$ cat src/rtl/lmc_cpu.sv
// Little Man Computer core: fetches decimal instructions from a 100-word memory,
// executes them in two cycles each, and talks to the outside world through INP/OUT handshakes.
module lmc_cpu #(
  parameter int MEM_WORDS = 100,
  parameter int DATA_MAX  = 999
) (
  input  logic        clk,
  input  logic        reset,
  output logic [6:0]  mem_addr,
  output logic [10:0] mem_wdata,
  output logic        mem_we,
  input  logic [10:0] mem_rdata,
  input  logic [10:0] in_data,
  input  logic        in_valid,
  output logic        in_ready,
  output logic [10:0] out_data,
  output logic        out_valid,
  input  logic        out_ready,
  output logic        halted,
  output logic        illegal,
  output logic [6:0]  pc,
  output logic [10:0] acc
);

  localparam logic [2:0] S_FETCH  = 3'd0;
  localparam logic [2:0] S_EXEC   = 3'd1;
  localparam logic [2:0] S_INPUT  = 3'd2;
  localparam logic [2:0] S_OUTPUT = 3'd3;
  localparam logic [2:0] S_HALT   = 3'd4;

  localparam logic signed [12:0] LIMIT     = 13'(DATA_MAX);
  localparam logic signed [12:0] MODULUS   = 13'(DATA_MAX + 1);
  localparam logic [10:0]        CLAMP     = 11'(DATA_MAX);
  localparam logic [6:0]         LAST_ADDR = 7'(MEM_WORDS - 1);

  // Operands above DATA_MAX are used unmasked, so a single correction step is not
  // enough; three steps cover the full -2047..3046 range of sum and difference.
  function automatic logic [10:0] wrap_data(input logic signed [12:0] x);
    logic signed [12:0] r;
    r = x;
    for (int k = 0; k < 3; k++) begin
      if (r > LIMIT)
        r = r - MODULUS;
      else if (r < 13'sd0)
        r = r + MODULUS;
    end
    return r[10:0];
  endfunction

  function automatic logic [10:0] sat_data(input logic [10:0] v);
    return (v > CLAMP) ? CLAMP : v;
  endfunction

  logic [2:0]         state;
  logic               neg;
  logic [10:0]        ir;
  logic [4:0]         op;
  logic [6:0]         operand;
  logic               addr_from_pc;
  logic signed [12:0] sum;
  logic signed [12:0] diff;

  always_comb begin
    op           = 5'(ir / 11'd100);
    operand      = 7'(ir % 11'd100);
    addr_from_pc = (ir == 11'd901) || (ir == 11'd902) || (ir == 11'd0);
    sum          = $signed({2'b00, acc}) + $signed({2'b00, mem_rdata});
    diff         = $signed({2'b00, acc}) - $signed({2'b00, mem_rdata});
  end

  always_comb begin
    mem_addr = pc;
    if (state == S_EXEC && !addr_from_pc)
      mem_addr = operand;
    mem_we    = (state == S_EXEC) && (op == 5'd3);
    mem_wdata = acc;
    in_ready  = (state == S_INPUT);
    halted    = (state == S_HALT);
  end

  always_ff @(posedge clk or posedge reset) begin
    if (reset) begin
      state     <= S_FETCH;
      pc        <= 7'd0;
      acc       <= 11'd0;
      neg       <= 1'b0;
      ir        <= 11'd0;
      out_data  <= 11'd0;
      out_valid <= 1'b0;
      illegal   <= 1'b0;
    end else begin
      case (state)
        S_FETCH: begin
          ir    <= mem_rdata;
          pc    <= (pc == LAST_ADDR) ? 7'd0 : pc + 7'd1;
          state <= S_EXEC;
        end
        S_EXEC: begin
          state <= S_FETCH;
          case (op)
            5'd1: begin
              acc <= wrap_data(sum);
              neg <= 1'b0;
            end
            5'd2: begin
              acc <= wrap_data(diff);
              neg <= diff[12];
            end
            5'd3: ;
            5'd5: begin
              acc <= sat_data(mem_rdata);
              neg <= 1'b0;
            end
            5'd6: pc <= operand;
            5'd7: if (acc == 11'd0 && !neg) pc <= operand;
            5'd8: if (!neg) pc <= operand;
            5'd9: begin
              if (ir == 11'd901) begin
                state <= S_INPUT;
              end else if (ir == 11'd902) begin
                out_data  <= acc;
                out_valid <= 1'b1;
                state     <= S_OUTPUT;
              end else begin
                state   <= S_HALT;
                illegal <= 1'b1;
              end
            end
            // Opcode 0 halts cleanly only for 000; 001..099 are illegal.
            5'd0: begin
              state   <= S_HALT;
              illegal <= (ir != 11'd0);
            end
            default: begin
              state   <= S_HALT;
              illegal <= 1'b1;
            end
          endcase
        end
        S_INPUT: begin
          if (in_valid) begin
            acc   <= sat_data(in_data);
            neg   <= 1'b0;
            state <= S_FETCH;
          end
        end
        S_OUTPUT: begin
          if (out_ready) begin
            out_valid <= 1'b0;
            state     <= S_FETCH;
          end
        end
        S_HALT: state <= S_HALT;
        default: state <= S_FETCH;
      endcase
    end
  end

endmodule
$ cat config.mk
export PLATFORM = sky130hd
export DESIGN_NAME = lmc_cpu
export DESIGN_NICKNAME = d
export VERILOG_FILES = /design/src/rtl/lmc_cpu.sv
export SDC_FILE = /design/constraint.sdc
export NUM_CORES = 1
export LEC_CHECK = 0
export CORE_UTILIZATION = 59
export DETAILED_ROUTE_END_ITERATION = 12
export HOLD_SLACK_MARGIN = 0.05
export PLACE_DENSITY = 0.9
export SETUP_SLACK_MARGIN = 0.15
export SYNTH_ARGS = -nofsm -noshare
export SYNTH_HDL_FRONTEND = slang
export SYNTH_SLANG_ARGS = --single-unit
$ cat constraint.sdc
create_clock -name clk -period 8.11 [get_ports clk]
set_input_delay 1.622 -clock clk [delete_from_list [all_inputs] [get_ports clk]]
set_output_delay 1.622 -clock clk [all_outputs]
set_load 0.1 [all_outputs]
# After elaboration in Yosys (flattened, before gate mapping)
# Index checks and enable logic that the tools add are counted.
[totals] elab_cells=140 in_bits=26 regBits=46 output_inout_bits=52
[classes] n_mux=48 addsub=15 reduce_logical=24 bitwise_logic=2 div=2 order_cmp=14 eq_ne=27
[op_table] operator="$mux W13" count=16
[op_table] operator="$mux W11" count=7
[op_table] operator="$gt A13 B11 Y1 const B" count=4
[op_table] operator="$lt A13 B1 Y1 const B" count=4
[op_table] operator="$pmux W11 S3" count=1
[op_table] operator="$mux W7" count=4
[op_table] operator="$add A13 B11 Y13 const B" count=2
[op_table] operator="$sub A13 B11 Y13 const B" count=2
[op_table] operator="$lt A12 B1 Y1 const B" count=2
[op_table] operator="$add A11 B11 Y11 const B" count=2
[op_table] operator="$eq A11 B10 Y1 const B" count=2
[op_table] operator="$gt A11 B10 Y1 const B" count=2
[op_table] operator="$logic_not A11 Y1" count=2
[op_table] operator="$pmux W11 S2" count=1
[op_table] operator="$sub A11 B11 Y11 const B" count=2
[op_table] operator="$pmux W7 S3" count=1
[op_table] operator="$eq A5 B3 Y1 const B" count=3
[op_table] operator="$pmux W3 S5" count=1
[op_table] operator="$pmux W7 S2" count=1
[op_table] operator="$add A12 B10 Y13 const B" count=1
[op_table] operator="$add A12 B11 Y13 const B" count=1
[op_table] operator="$sub A12 B10 Y13 const B" count=1
[op_table] operator="$sub A12 B11 Y13 const B" count=1
[op_table] operator="$add A11 B11 Y12" count=1
[op_table] operator="other kinds (37)" count=68

# Logic depth before layout (Yosys ltp)
# Gate-level depths: netlist of the first run.
[depth] word_depth=16 mapped_depth=29 depth_no_buf=28

# Least setup slack after synthesis of the first run
# No wires, ideal clock.
[synth_timing] path_kind="input to register" from="input mem_rdata[2]" to="register acc[10]" stages=26 setup_slack_ns=1.078 required_time_ns=7.988 arrival_ns=6.910 path_cell_list="inv_1 ha_1 buf_4 nor2b_4 a211o_1 a311oi_1 a211o_1 nor3_4 a21oi_4 mux2i_1 inv_1 ha_1 o21ai_0 o311ai_2 nor2_1 a21oi_4 xnor2_1 ha_1 inv_1 o21ai_0 o311ai_1 o41ai_4 o31ai_2 xnor2_1 a32o_1 a22o_1"
[synth_via] elab_chain_len=16
[synth_rtl] element="from (decl)" line="12" text="input logic [10:0] mem_rdata,"
[synth_rtl] element="$sub A11 B11 Y12 or $add A11 B11 Y12 (tied branches)" line="68, 67"
[synth_rtl] element="$add A12 B11 Y13 (tied with other cells)" line="45" text="r = r + MODULUS;"
[synth_rtl] element="$mux W13" line="44" text="else if (r < 13'sd0)"
[synth_rtl] element="$mux W13" line="42" text="if (r > LIMIT)"
[synth_rtl] element="$mux W13" line="100" text="case (op)"
[synth_rtl] element="$mux W13" line="92" text="case (state)"
[synth_rtl] element="$add A13 B11 Y13 or $lt A13 B1 Y1 (tied branches)" line="45, 44"
[synth_rtl] element="$mux W13" line="44"
[synth_rtl] element="$mux W13" line="42"
[synth_rtl] element="$mux W13" line="100"
[synth_rtl] element="$mux W13" line="92"
[synth_rtl] element="$add A11 B11 Y11 or $lt A13 B1 Y1 (tied branches)" line="45, 44"
[synth_rtl] element="$mux W11" line="44"
[synth_rtl] element="$mux W11" line="42"
[synth_rtl] element="$pmux W11 S3 *" line="100"
[synth_rtl] element="$pmux W11 S2 *" line="92"
[synth_rtl] element="to (signal assigned)" line="102" text="acc <= wrap_data(sum);"
[synth_rtl] element="to (signal assigned)" line="106" text="acc <= wrap_data(diff);"
[synth_rtl] element="to (signal assigned)" line="111" text="acc <= sat_data(mem_rdata);"
[synth_rtl] element="to (decl)" line="22" text="output logic [10:0] acc"
# Every way passes the cells marked *; elsewhere a longest branch is shown, timed or not. The select of a mux whose other input is x is not followed.
# A chain may end at the register's enable or synchronous reset.

# Final worst setup path of the first run
[layout_timing] from="input mem_rdata[7]" to="register acc[3]"
[layout_via] elab_chain_len=16
[layout_rtl] element="$sub A11 B11 Y12 or $add A11 B11 Y12 (tied branches)" line="68, 67"
[layout_rtl] element="$add A12 B11 Y13 (tied with other cells)" line="45"
[layout_rtl] element="$mux W13" line="44"
[layout_rtl] element="$mux W13" line="42"
[layout_rtl] element="$mux W13" line="100"
[layout_rtl] element="$mux W13" line="92"
[layout_rtl] element="$add A13 B11 Y13 or $lt A13 B1 Y1 (tied branches)" line="45, 44"
[layout_rtl] element="$mux W13" line="44"
[layout_rtl] element="$mux W13" line="42"
[layout_rtl] element="$mux W13" line="100"
[layout_rtl] element="$mux W13" line="92"
[layout_rtl] element="$lt A13 B1 Y1 or $add A11 B11 Y11 (tied branches)" line="44, 45"
[layout_rtl] element="$mux W11" line="44"
[layout_rtl] element="$mux W11" line="42"
[layout_rtl] element="$pmux W11 S3 *" line="100"
[layout_rtl] element="$pmux W11 S2 *" line="92"
# Marks and branches as above.

==> results of run 1 <==
## Yosys cell counts, drive strengths merged (7+ instances only)
library cell    n  area (um2)
dfrtp          46        1150
nand3          35         175
nor2b          12        85.1
a21o           12        90.1
or3            19         119
o31a            7        61.3
clkbuf         21        78.8
a211o          11        96.3
nand3b          8        60.1
nor4           17         106
buf            32         206
nor3b           7        52.6
ha             38         475
o211ai         12        90.1
xnor2          30         270
xor2           10        87.6
o21bai          7        56.3
o22ai          10        68.8
nor3           38         211
o21ai          75         379
and3           12        80.1
nand2          88         330
and2            8        50.1
or2             9        56.3
nand2b         17         114
o31ai          14         110
nand4          14        87.6
inv            54         203
a21oi          63         342
mux2i          12         120
mux2           26         293
a211oi         14         128
a31oi          11        68.8
nor2          106         400
## metrics by stage
step           instances  hold slack (ns)
2_1_floorplan       1014            0.465
3_3_place_gp        1239            0.465
4_1_cts             1247            0.490
3_5_place_dp        1239            0.474
5_1_grt             1250            0.514
6_report            1250            0.486
## per-layer routing
metal / share of wire [%] / track usage [%]
met1: 41 / 47.0
met2: 46 / 57.4
met3: 8.8 / 5.61
met4: 4.7 / 16.6
met5: 0 / 0
## kinds of logic (layout without fill, tap and decap cells)
group / Yosys count / count (layout) / synth area share [%]
buffers and inverters: 107 / 175 / 6.53
adders and majority gates: 42 / 42 / 7.17
muxes: 38 / 38 / 5.53
xor gates and xnor gates: 40 / 40 / 4.79
DFF: 46 / 46 / 15.4
and+or+nand+nor: 407 / 407 / 27.8
AOI/OAI and AO/OA: 334 / 334 / 32.8
## path summary, 6_finish.rpt
| check | startpoint | to |
|---|---|---|
| max | mem_rdata[7] | acc[3] |
| min | out_valid | out_valid |
| max reg2reg | acc[1] | acc[3] |
| min reg2reg | out_valid | out_valid |
| max in group asynchronous | reset | ir[10] |
| min in group asynchronous | reset | out_data[3] |
## final cells by class
cell class / count / area [um2] / share of cell area (%)
flip-flops and latches: 46 / 1150 / 13.4
inverters: 54 / 203 / 2.35
well taps: 168 / 210 / 2.44
multi-input cells: 861 / 5870 / 68.1
repair buffers: 113 / 1030 / 12.0
clock inverters: 3 / 23.8 / 0.276
clock buffers: 5 / 125 / 1.45
## worst max-delay path, cell delays in order
cell	delay, ns
clkdlybuf4s50_1	0.65
inv_1	0.09
ha_1	0.53
buf_4	0.22
nand3_1	0.06
nor3_1	0.35
a211o_1	0.36
nor3_4	0.10
a21oi_4	0.26
mux2i_1	0.35
inv_1	0.12
ha_1	0.22
o21ai_0	0.10
o311ai_2	0.16
nor2_1	0.28
a21oi_4	0.14
nor2_1	0.12
a21oi_1	0.06
buf_4	0.16
ha_1	0.20
o21ai_0	0.07
o311ai_1	0.18
o41ai_4	0.51
buf_4	0.22
xnor2_1	0.10
a221o_1	0.31
nand3_1	0.08
nand3_1	0.09
## registers in the layout, indices dropped and copies added, names as in the netlist
register,cells
out_data,11
acc,11
illegal,1
neg,1
ir,11
state,3
pc,7
out_valid,1
## what timing repair did
| action | CTS | global route |
|---|---|---|
| hold buffers | 0 | 0 |
| buffers inserted | 0 | 3 |
| endpoints found under the hold margin | 0 | 0 |
| endpoints found under the setup margin | 0 | 8 |
| resized for setup | 0 | 8 |
==> impl_metrics.tcl, run 1 <==
set metrics [dict create \
    clk_latency_ns 0.29 \
    cts_root_buf "clkbuf_16" \
    rr_worst_depth 26 \
    antenna_found_initial 0 \
    max-slew-margin-rel_pct 32.1 \
    synth_cells 1014 \
    status "complete, no violations" \
    globalplace.congestion 1.01 \
    layout.cells.most_common "nor2_1" \
    holdPathStages 1 \
    path_class "in -> reg" \
    cp.required_ns 8.28 \
    initial_core_util_pct 61.4 \
    drive_above_1_share_pct 11.7 \
    dp_slack_ns 0.122 \
    vias_per_cell 6.79 \
    cts.clk_slew.worst_paths_ns 0.07 \
    grt_max_degree 47 \
    worst_slew_pin_slew_ns 1.02 \
    period_needed_ns 7.56 \
    drc 0 \
    hpwlAfterDp_mm 18.0 \
    rsz0062_at_grt "no" \
    ys.flop_type "dfrtp_1" \
    grt_overflow_total 0 \
    ys_types 103 \
    ff2ff_setup_slack_ns 1.87 \
    yosysWarnings 0 \
    core-area_um2 12200 \
    synth-edff-count 0 \
    layout.nets 1147 \
    wl_mm 23.7 \
    grt_usage_pct 35.7 \
    grt_first_pass_wirelength_mm 38.1 \
    ioPinCount 78 \
    placed_area_um2 8410 \
    drtIter0Drc 988 \
    dr.pass1.iters 6 \
    fin_ws_ns 0.554 \
    post_drt_wl_per_cell_um 19.0 \
    maxSlewViolCount 0 \
    finalCoreUtilization_pct 70.9 \
    portBuffers 77 \
    grt_pass1_vias 7778 \
    ant_nets 0 \
    rows 40 \
    cts_tree "yes" \
    period_share_pct 93.2 \
    vias 8485 \
    setup_viol 0 \
    ys_seq_area_share_pct 15.4 \
    cts_made_buffers 5 \
    crit_fanout 13 \
    hold_violations 0 \
    min_path_type "reg -> reg" \
    die_w_um 115 \
    maxCapViolations 0 \
    h-tree-depth 2 \
    finalSetupTns_ns 0 \
    syn_avg_cell_area_um2 7.37 \
    netlist_area_um2 7470 \
    syn_nets 1080 \
    setup.worst_path.end_class "register" \
    cp-start-kind "input pin" \
    diodes 0 \
    cts_buffer_depth 2 \
    area_growth_pct 15.3 \
    final_cell_mix "105 x nor2_1, 88 x nand2_1, 74 x clkdlybuf4s50_1, 69 x o21ai_0, 59 x a21oi_1" \
    max_freq_ghz 0.132 \
    fp.dieH_um 115 \
    ys_seq_elements 46 \
    dieArea_um2 13100 \
    fin_skew_ns 0.00318 \
    cts.sinks 46 \
    async_reset_ff_share_pct 100 \
    nFillCells 973 \
    arrival_ns 7.73 \
    fin_area_um2 8620 \
]
Power of run 1 is left out: the tool's default activity adds up to more than one toggle a clock period on the data nets, which glitch-free logic cannot reach.
==> run 2: changes to the inputs <==
--- a/config.mk
+++ b/config.mk
@@ -5,10 +5,11 @@
 export SDC_FILE = /design/constraint.sdc
 export NUM_CORES = 1
 export LEC_CHECK = 0
+export CAP_MARGIN = 15
 export CORE_UTILIZATION = 59
 export DETAILED_ROUTE_END_ITERATION = 12
 export HOLD_SLACK_MARGIN = 0.05
-export PLACE_DENSITY = 0.9
+export PLACE_DENSITY_LB_ADDON = 0.05
 export SETUP_SLACK_MARGIN = 0.15
 export SYNTH_ARGS = -nofsm -noshare
 export SYNTH_HDL_FRONTEND = slang
==> run 2 against run 1 <==
- clock skew rose by 0.0036 ns
- maximum frequency rose by 0.41%
- non-clock buffer count did not move
- count of clock-buffer cells in the layout rose by 1
- first-iteration DRC count rose by 6.6%
==> impl_metrics.tcl, run 2 (synthesis gave the netlist of run 1 again) <==
set metrics [dict create \
    cp_slowest_cell "ha_1" \
    crit_fanout 11 \
    hold_buffers 0 \
    fp.dieH_um 115 \
    setup_viol 0 \
    cp-start-kind "input pin" \
    post_drt_wl_per_cell_um 18.8 \
    dieArea_um2 13100 \
    area_growth_pct 15.4 \
    period_share_pct 92.8 \
    critical_path.top_delay_family "compound AO/OA/AOI/OAI gates" \
    min_from "out_valid" \
    cts_root_buf "clkbuf_16" \
    core-area_um2 12200 \
    dr.pass1.iters 5 \
    finalSetupTns_ns 0 \
    cts_made_buffers 5 \
    setup.worst_path.end_class "register" \
    drtIter0Drc 1053 \
    cp.required_ns 8.28 \
    max-slew-margin-rel_pct 33.5 \
    h-tree-depth 2 \
    cts_buffer_depth 2 \
    globalplace.congestion 0.950 \
    path_class "in -> reg" \
    ant_nets 0 \
    vias_per_cell 6.67 \
    cts.clk_slew.worst_paths_ns 0.07 \
    maxSlewViolCount 0 \
    r2r_start "acc[1]" \
    clk_latency_ns 0.29 \
    startpoint "mem_rdata[3]" \
    cts.sinks 46 \
    top_regs "acc: 11 flops, ir: 11 flops, out_data: 11 flops" \
    fin_skew_ns 0.00681 \
    grt_max_degree 47 \
    max_freq_ghz 0.133 \
    grt_pass1_vias 7397 \
    rsz0062_at_grt "no" \
    portBuffers 77 \
    vias 8339 \
    drive_above_1_share_pct 11.6 \
    rows 40 \
    hpwlAfterDp_mm 17.9 \
    die_w_um 115 \
    min_path_type "reg -> reg" \
    hold_violations 0 \
    worst_slew_pin_slew_ns 0.994 \
    initial_core_util_pct 61.4 \
    arrival_ns 7.70 \
    antenna_found_initial 0 \
    cp_common_cell "ha_1" \
    diodes 0 \
    layout.cells.most_common "nor2_1" \
    period_needed_ns 7.52 \
    ioPinCount 78 \
    layout.nets 1147 \
    cts_tree "yes" \
    slowest_delay_ns 0.56 \
    final_cell_mix "105 x nor2_1, 88 x nand2_1, 74 x clkdlybuf4s50_1, 69 x o21ai_0, 59 x a21oi_1" \
    maxCapViolations 0 \
    crit_buf_inv 5 \
    wl_mm 23.6 \
    drc 0 \
    grt_overflow_total 0 \
    status "complete, no violations" \
    grt_usage_pct 35.7 \
    grt_first_pass_wirelength_mm 37.4 \
]
[run 2: worst paths after layout]
kind,depth (start not counted),slack (ns),end
worst max-delay path,28,0.59,acc[3]
worst min-delay path,1,0.49,out_valid
worst max register to register,26,1.94,acc[3]
worst min register to register,1,0.49,out_valid
max in group asynchronous,2,5.61,ir[10]
min in group asynchronous,2,1.88,out_data[2]
[run 2: worst reg2reg max path: cells and delay by family, from the launching register on]
| family | cells | cell delay, ns |
|---|---|---|
| and+or+nand+nor | 6 | 0.91 |
| muxes | 1 | 0.36 |
| DFF | 1 | 0.63 |
| buffers and inverters | 3 | 0.50 |
| AOI/OAI and AO/OA | 12 | 2.81 |
| xor gates and xnor gates | 1 | 0.08 |
| adders and majority gates | 3 | 0.77 |
[run 2: metal layers]
metal	vias to the layer above	wire [um]	GRT usage, %
met2	458	10100	54.1
met5	-	0	0
met1	3882	10500	51.1
met3	65	2210	7.20
li1	3934	-	-
met4	0	755	10.5
[run 2: final cells by class]
| cell class | count | area (um2) |
|---|---|---|
| clock buffers | 6 | 139 |
| clock inverters | 2 | 12.5 |
| fillers | 1054 | 3540 |
| inverters | 54 | 203 |
| multi-input cells | 861 | 5870 |
| flip-flops and latches | 46 | 1150 |
| well taps | 168 | 210 |
| repair buffers | 113 | 1030 |
[run 2: what timing repair did]
action,in CTS,in global routing
resized for setup,0,6
setup endpoints to repair,0,8
setup buffers,0,1
[run 2: through the flow]
stage	hold WS [ns]	utilization, %	setup slack [ns]	area, um2	cells
6_report	0.492	70.9	0.585	8620	1250
5_1_grt	0.508	70.9	0.151	8620	1250
4_1_cts	0.490	70.5	0.503	8580	1249
3_5_place_dp	0.469	69.3	0.233	8430	1241
3_3_place_gp	0.465	69.3	0.283	8430	1241
2_1_floorplan	0.465	-	1.08	7470	1014
Power of run 2 is left out for the same reason.
